--- src/rtl/avalon_sw_accumulator_pkg.sv ---
// Shared constants for the switch accumulator peripheral.
// Register map, bit positions and accumulator width.
package avalon_sw_accumulator_pkg;

  localparam logic [1:0] ADDR_ACC    = 2'd0;
  localparam logic [1:0] ADDR_SW     = 2'd1;
  localparam logic [1:0] ADDR_CTRL   = 2'd2;
  localparam logic [1:0] ADDR_STATUS = 2'd3;

  localparam int CTRL_IRQ_EN = 0;
  localparam int STAT_OVF    = 0;
  localparam int STAT_PEND   = 1;

  localparam int ACC_W = 16;

endpackage

--- src/rtl/key_debouncer.sv ---
// Synchronizes and debounces an active-low key.
// Emits a one-cycle pulse on each debounced press.
module key_debouncer #(
  parameter int DEBOUNCE_CYCLES = 50000
) (
  input  logic clk,
  input  logic reset_n,
  input  logic key_n,
  output logic pressed_n,
  output logic press_pulse
);

  localparam int CW =
    (DEBOUNCE_CYCLES > 1) ? $clog2(DEBOUNCE_CYCLES) : 1;
  localparam logic [CW-1:0] CNT_MAX =
    CW'(DEBOUNCE_CYCLES - 1);

  logic          key_s1;
  logic          key_s2;
  logic          deb_q;
  logic          deb_d1;
  logic [CW-1:0] cnt;

  // Two-flop synchronizer; idles released
  always_ff @(posedge clk or negedge reset_n) begin
    if (!reset_n) begin
      key_s1 <= 1'b1;
      key_s2 <= 1'b1;
    end else begin
      key_s1 <= key_n;
      key_s2 <= key_s1;
    end
  end

  // Stability counter; debounced state flips after a full run
  always_ff @(posedge clk or negedge reset_n) begin
    if (!reset_n) begin
      cnt   <= '0;
      deb_q <= 1'b1;
    end else if (key_s2 == deb_q) begin
      cnt   <= '0;
    end else if (cnt == CNT_MAX) begin
      cnt   <= '0;
      deb_q <= key_s2;
    end else begin
      cnt   <= cnt + 1'b1;
    end
  end

  // Registered falling-edge detect of the debounced key
  always_ff @(posedge clk or negedge reset_n) begin
    if (!reset_n) begin
      deb_d1      <= 1'b1;
      press_pulse <= 1'b0;
    end else begin
      deb_d1      <= deb_q;
      press_pulse <= deb_d1 & ~deb_q;
    end
  end

  assign pressed_n = deb_q;

endmodule

--- src/rtl/avalon_sw_accumulator.sv ---
// Avalon-MM switch accumulator with LED output and
// per-press interrupt.
module avalon_sw_accumulator
  import avalon_sw_accumulator_pkg::*;
#(
  parameter int DEBOUNCE_CYCLES = 50000,
  parameter int SW_W            = 8
) (
  input  logic            clk,
  input  logic            reset_n,
  input  logic            avs_chipselect,
  input  logic [1:0]      avs_address,
  input  logic            avs_read,
  input  logic            avs_write,
  input  logic [3:0]      avs_byteenable,
  input  logic [31:0]     avs_writedata,
  output logic [31:0]     avs_readdata,
  input  logic [SW_W-1:0] sw,
  input  logic            accumulate_n,
  output logic [SW_W-1:0] led,
  output logic            irq
);

  logic [SW_W-1:0]  sw_s1;
  logic [SW_W-1:0]  sw_s2;
  logic [ACC_W-1:0] acc_q;
  logic             irq_en_q;
  logic             ovf_q;
  logic             pend_q;
  logic             press;
  logic             pressed_n;

  logic             wr;
  logic             rd;
  logic             acc_wr;
  logic             ctrl_wr;
  logic             stat_wr;
  logic [ACC_W-1:0] acc_bus;
  logic [ACC_W:0]   acc_sum;
  logic             ovf_set;
  logic             ovf_clr;
  logic             pend_clr;
  logic [31:0]      rd_mux;
  logic             unused_ok;

  key_debouncer #(
    .DEBOUNCE_CYCLES(DEBOUNCE_CYCLES)
  ) u_deb (
    .clk        (clk),
    .reset_n    (reset_n),
    .key_n      (accumulate_n),
    .pressed_n  (pressed_n),
    .press_pulse(press)
  );

  // Two-flop synchronizer for the switches
  always_ff @(posedge clk or negedge reset_n) begin
    if (!reset_n) begin
      sw_s1 <= '0;
      sw_s2 <= '0;
    end else begin
      sw_s1 <= sw;
      sw_s2 <= sw_s1;
    end
  end

  assign wr      = avs_chipselect & avs_write;
  assign rd      = avs_chipselect & avs_read;
  assign acc_wr  = wr & (avs_address == ADDR_ACC);
  assign ctrl_wr = wr & (avs_address == ADDR_CTRL);
  assign stat_wr = wr & (avs_address == ADDR_STATUS);

  assign acc_bus = {
    avs_byteenable[1] ? avs_writedata[15:8] : acc_q[15:8],
    avs_byteenable[0] ? avs_writedata[7:0]  : acc_q[7:0]
  };

  assign acc_sum = {1'b0, acc_q}
                 + {{(ACC_W + 1 - SW_W){1'b0}}, sw_s2};

  // A bus write to ACC discards a coincident press add
  assign ovf_set  = press & ~acc_wr & acc_sum[ACC_W];
  assign ovf_clr  = stat_wr & avs_byteenable[0]
                  & avs_writedata[STAT_OVF];
  assign pend_clr = stat_wr & avs_byteenable[0]
                  & avs_writedata[STAT_PEND];

  // Accumulator: bus write has priority over press add
  always_ff @(posedge clk or negedge reset_n) begin
    if (!reset_n) begin
      acc_q <= '0;
    end else if (acc_wr) begin
      acc_q <= acc_bus;
    end else if (press) begin
      acc_q <= acc_sum[ACC_W-1:0];
    end
  end

  // Control and write-1-to-clear status; set beats clear
  always_ff @(posedge clk or negedge reset_n) begin
    if (!reset_n) begin
      irq_en_q <= 1'b0;
      ovf_q    <= 1'b0;
      pend_q   <= 1'b0;
    end else begin
      if (ctrl_wr && avs_byteenable[0])
        irq_en_q <= avs_writedata[CTRL_IRQ_EN];
      ovf_q  <= ovf_set | (ovf_q & ~ovf_clr);
      pend_q <= press | (pend_q & ~pend_clr);
    end
  end

  // Read data select
  always_comb begin
    rd_mux = '0;
    unique case (avs_address)
      ADDR_ACC:    rd_mux = 32'(acc_q);
      ADDR_SW:     rd_mux = 32'(sw_s2);
      ADDR_CTRL:   rd_mux[CTRL_IRQ_EN] = irq_en_q;
      ADDR_STATUS: begin
        rd_mux[STAT_OVF]  = ovf_q;
        rd_mux[STAT_PEND] = pend_q;
      end
      default:     rd_mux = '0;
    endcase
  end

  // Registered read port, holds when idle
  always_ff @(posedge clk or negedge reset_n) begin
    if (!reset_n)
      avs_readdata <= '0;
    else if (rd)
      avs_readdata <= rd_mux;
  end

  assign led = acc_q[SW_W-1:0];
  assign irq = pend_q & irq_en_q;

  assign unused_ok = ^{avs_writedata[31:16],
                       avs_byteenable[3:2],
                       pressed_n};

endmodule
--- config.mk ---
export PLATFORM = sky130hd
export DESIGN_NAME = avalon_sw_accumulator
export DESIGN_NICKNAME = d
export VERILOG_FILES = /design/src/rtl/avalon_sw_accumulator_pkg.sv /design/src/rtl/key_debouncer.sv /design/src/rtl/avalon_sw_accumulator.sv
export SDC_FILE = /design/constraint.sdc
export NUM_CORES = 1
export LEC_CHECK = 0
export ABC_CLOCK_PERIOD_IN_PS = 2100
export BUFFER_PORTS_ARGS = -buffer_cell sky130_fd_sc_hd__buf_2
export CAP_MARGIN = 10
export CELL_PAD_IN_SITES_DETAIL_PLACEMENT = 1
export CELL_PAD_IN_SITES_GLOBAL_PLACEMENT = 2
export CORE_ASPECT_RATIO = 1.5
export CORE_MARGIN = 8
export CORE_UTILIZATION = 30
export DETAILED_ROUTE_END_ITERATION = 7
export PLACE_DENSITY = 0.84
export SETUP_SLACK_MARGIN = 0.3
export SYNTH_ARGS = -nofsm -noshare
export SYNTH_HDL_FRONTEND = slang
export SYNTH_HIERARCHICAL = 1
export SYNTH_SLANG_ARGS = --single-unit
--- constraint.sdc ---
create_clock -name clk -period 2.1 [get_ports clk]
set_clock_uncertainty 0.05 [all_clocks]
set_input_delay 0.105 -clock clk [delete_from_list [all_inputs] [get_ports clk]]
set_output_delay 0.105 -clock clk [all_outputs]
set_load 0.01 [all_outputs]
; ---- Word-level counts from Yosys, hierarchy flattened
; Index checks and enable logic that the tools add are counted.
[word_totals]
regBits = 88
out_inout_bits = 41
wordCells = 59
[classes]
n_addsub = 2
n_eq_ne = 7
muxes = 9
n_bitwise = 21
n_reduce_logical = 6
[op_table]
columns = op, n
row1 = $mux 16, 4
row2 = $pmux 14 s2, 1
row3 = $add 16x8->17, 1
row4 = $add 16x1->16 const B, 1
row5 = $eq 16x16->1 const B, 1
row6 = $mux 8, 2
row7 = $and 1x1->1, 14
row8 = $reduce_and 2->1, 3
row9 = $not 1->1, 5
row10 = $eq 2x2->1 const B, 2
row11 = $ne 2x2->1 const B, 2
row12 = $pmux 1 s4, 1
row13 = $pmux 1 s3, 1
row14 = $eq 2x1->1 const B, 1
row15 = $logic_not 2->1, 1
row16 = $or 1x1->1, 2
row17 = $reduce_bool 2->1, 1
row18 = $eq 1x1->1, 1
row19 = $logic_and 1x1->1, 1

; ---- Depth between registers and ports, before layout
[logic_depth]
word_depth = 7
mapped_depth = 8
mapped_depth_nobuf = 7

; ---- Cells and area by module
; The synthesis kept the hierarchy.
[by_module_without_submodules]
columns = mod, n_inst, cells_per_inst, area_each_um2, seq_area_each_um2
row1 = avalon_sw_accumulator, 1, 244, 2637.5, 1276.2
row2 = key_debouncer, 1, 89, 972.2, 530.5

; ---- Worst setup path before layout
; OpenSTA, ideal clock, no wires.
[synth_timing]
path_kind = reg-to-reg
startpoint = register acc_q[0]
endpoint = register acc_q[10]
setup_time_ns = 0.146
t_arrival_ns = 2.090
t_required_ns = 1.904
path_slack_ns = -0.187
path_stages_with_launch = 8
n_path_buf = 0
period_less_slack_ns = 2.287
path_cell_list = dfrtp_1 -> ha_1 -> fa_1 -> a211oi_1 -> nor2_1 -> a221oi_2 -> nand2b_1 -> o311ai_1
[synth_via]
elab_chain_len = 3
[synth_lines]
columns = element, line_no
row1 = from (decl), avalon_sw_accumulator.sv:26  ; logic [ACC_W-1:0] acc_q;
row2 = from (signal assigned), avalon_sw_accumulator.sv:93  ; acc_q <= acc_bus;
row3 = from (signal assigned), avalon_sw_accumulator.sv:95  ; acc_q <= acc_sum[ACC_W-1:0];
row4 = $add 16x8->17, avalon_sw_accumulator.sv:79  ; + {{(ACC_W + 1 - SW_W){1'b0}}, sw_s2};
row5 = $mux 16, avalon_sw_accumulator.sv:94  ; end else if (press) begin
row6 = $mux 16, avalon_sw_accumulator.sv:92  ; end else if (acc_wr) begin
; Every way passes these cells. The select of a mux whose other input is x is not followed.
; A chain may end at the register's enable or synchronous reset.

; ---- Final worst setup path
; Same ends and word-level chain as after synthesis.

==> results.yml <==
cells_and_area:
  fin_area_mm2: 0.004712
  final-instance-count-excl-fill: 581
  fillers: 1334
  antenna_cells: 0
  synthToLayoutAreaGrowth_pct: 30.54
  seq_area_mm2: 0.001809
  drive_gt1_frac: 0.3411
  multi_input_area_mm2: 0.001780
  fin_nets: 485
setup_path:
  worstSetupPathType: "flop to flop"
  worst_r2r_endpoint: "acc_q[10]"
  required_ns: 2.22
  path_max_fanout: 6
  r2r-start: "acc_q[0]"
  critPathLaunchType: "flop"
  crit_path_end_kind: "flop"
  ff2ff_path_depth: 8
  rrSetupSlack_ns: -0.09
  crit_arrival_ns: 2.31
grt:
  grt_pass1_vias: 3249
  grt_max_degree: 48
  antenna_found_initial: 0
  grt_pass1_wl_um: 16350
  overflow: 0
  grt_usage: 0.1304
route:
  wirelength_um: 10210
  drt_first_pass_iters: 4
  vias: 2894
  drt-initial-drc-count: 82
  avgViaCountPerCell: 4.981
  drcViolationCount: 0
  drtAntennaViolNets: 0
  wire_per_inst_um: 17.58
clock_network:
  htreeDepth: 3
  cts.path.max_buffers: 2
  root_buffer: "clkbuf_16"
  cts_sinks: 72
  clock_latency_ns: 0.33
  clk_pin_slew_ns: 0.05
  cts_made_buffers: 9
  cts_tree: "done"
yosys:
  synth_cells: 333
  synth_flop_cell: "dfrtp_1"
  synth_top_cell_by_area: "dfrtp_1"
  synth_edf_count: 0
  syn_avg_cell_area_um2: 10.84
  synthTopCellsByArea: "dfrtp_1 (47%), buf_4 (5.4%), ha_1 (3.1%)"
  yosysWarningCount: 6
  synth_area_mm2: 0.003610
  ys_types: 66
  ys_ff_latch: 72
  async_flop_share: 1.000
  ys_seq_area_frac: 0.5005
  synth_top_area_share: 0.4714
die:
  die_x_um: 105.6
  num_rows: 49
  die_y_um: 150.3
  initial_core_util: 0.3035
  core-area_mm2: 0.01189
  ioPinCount: 93
  die_area_mm2: 0.01587
job:
  max_cap_viol_count: 0
placed_design:
  placed_area_mm2: 0.004020
  place_ws_ns: -0.01143
  placed_cells: 535
  portBuffers: 58
  place_hpwl_um: 7459
  gp_congestion: 0.7736
timing:
  setup_viol: 5
  fin_crit_sh: 1.041
  finalHoldViolCount: 0
  slew-limit-headroom: 0.4047
  fin_ws_ns: -0.08523
  fmax_ghz: 0.4576
  worstMarginPinSlew_ns: 0.8900
  rsz0062_at_grt: "yes"
  fin_crit_ns: 2.185
  drv_slew: 0
pwr:
  leakage_nw: 2.102
  vdd_drop_max_uv: 334.8
  p_per_area_mw_per_mm2: 869.5
min_path:
  hp-class: "input pin to flop"
  hold_end: "acc_q[8]"
  worstHoldPathCells: 3
  hold_path.startpoint: "avs_writedata[8]"
status:
  violations: "setup timing"
  status: "complete, but fails checks"
-- per-stage QoR --
step           utilization  hold WS, ns  power [mW]  setup TNS, ns
2_1_floorplan            -      -0.2406       2.307       -0.01970
3_3_place_gp        0.3380       0.1100       2.562              0
3_5_place_dp        0.3380       0.1139       2.605       -0.01748
4_1_cts             0.3875     0.001588       4.085       -0.05223
5_1_grt             0.3962      0.01298       4.323        -0.8422
6_report            0.3962     0.008942       4.097        -0.2698
-- cell type report --
| type | instances | share of cell area |
|---|---|---|
| clock buffers | 15 | 0.05470 |
| clock inverters | 1 | 0.001062 |
| inverters | 4 | 0.003186 |
| multi-input cells | 237 | 0.3779 |
| flip-flops and latches | 72 | 0.3840 |
| well taps | 153 | 0.04063 |
| repair buffers | 99 | 0.1386 |
-- registers in the layout, indices dropped and copies added, names as in the netlist --
name,flops
acc_q,16
avs_readdata,16
irq_en_q,1
ovf_q,1
pend_q,1
sw_s1,8
sw_s2,8
u_deb/cnt,16
u_deb/deb_d1,1
u_deb/key_s1,1
u_deb/key_s2,1
u_deb/press_pulse,1
u_deb/pressed_n,1
-- worst max-delay path by stage --
stage	startpoint	endpoint	slack (ns)
final	acc_q[0]	acc_q[10]	-0.09
after global routing	acc_q[0]	acc_q[10]	-0.16
after CTS	acc_q[0]	acc_q[10]	-0.03
after detailed placement	acc_q[0]	acc_q[10]	-0.01
after global placement	acc_q[0]	acc_q[10]	0.03
after floorplan	acc_q[0]	acc_q[10]	-0.01
-- cell usage in the layout, fill, tap and decap left out, types with 4 or more instances in the layout --
cell and instances:
dfrtp_1 66, buf_2 58, nand2_1 29, buf_4 23, dlygate4sd3_1 17, conb_1 16
o21ai_0 12, nor2_1 11, xor2_1 11, nor2_4 11, mux2i_1 10, clkbuf_16 9
nand4_1 8, a22o_1 8, xnor2_1 8, nand3_1 8, a21oi_1 7, ha_1 7
a21o_1 5, nor3_1 5, clkbuf_1 5, a211oi_2 4, inv_1 4, nor4_1 4
o211ai_1 4, dfstp_2 4
-- timing repair --
action	4_1_cts	5_1_grt
gates resized for setup	21	19
endpoints found under the setup margin	30	30
pin swaps	23	9
gates cloned	1	0
hold endpoints to repair	38	0
buffers inserted	8	4
hold buffers	17	0
-- cells by family (layout without fill, tap and decap cells) --
kind of cell	Yosys count	count (layout)	synth area share
flops	72	72	0.5005
other cells	1	16	0.001039
simple gates	104	105	0.1553
buf+inv	40	119	0.07591
xor+xnor	19	19	0.04610
mux	12	12	0.03501
fa+ha+maj	10	10	0.03674
compound gates	75	75	0.1494
-- worst max-delay path: stages (launching register included) --
cell      delay [ns]
dfrtp_1         0.38
ha_2            0.20
fa_2            0.35
a211oi_2        0.27
nor2_2          0.09
a221oi_2        0.26
buf_4           0.19
nand2b_4        0.14
o311ai_1        0.10
-- routing by layer --
| metal | vias up | track usage | wire length (um) |
|---|---|---|---|
| met5 | - | 0 | 0 |
| met3 | 21 | 0.02956 | 351 |
| met1 | 1460 | 0.1255 | 3794 |
| met4 | 0 | 0.06572 | 278 |
| met2 | 68 | 0.2524 | 5788 |
| li1 | 1345 | - | - |
-- power breakdown --
group	internal (mW)	total [mW]	switching, mW	leakage (nW)
Sequential	1.53	1.65	0.127	0.909
Combinational	0.516	1.08	0.568	1.07
Clock	0.832	1.36	0.528	0.128
-- synth_stat cells, types with 9 or more instances --
master / count
a21oi_1: 9
buf_4: 26
dfrtp_1: 68
ha_1: 9
mux2i_1: 10
nand2_1: 29
nor2_1: 25
o21ai_0: 15
xor2_1: 11
No activity file was read; power rests on OpenSTA's default activity.
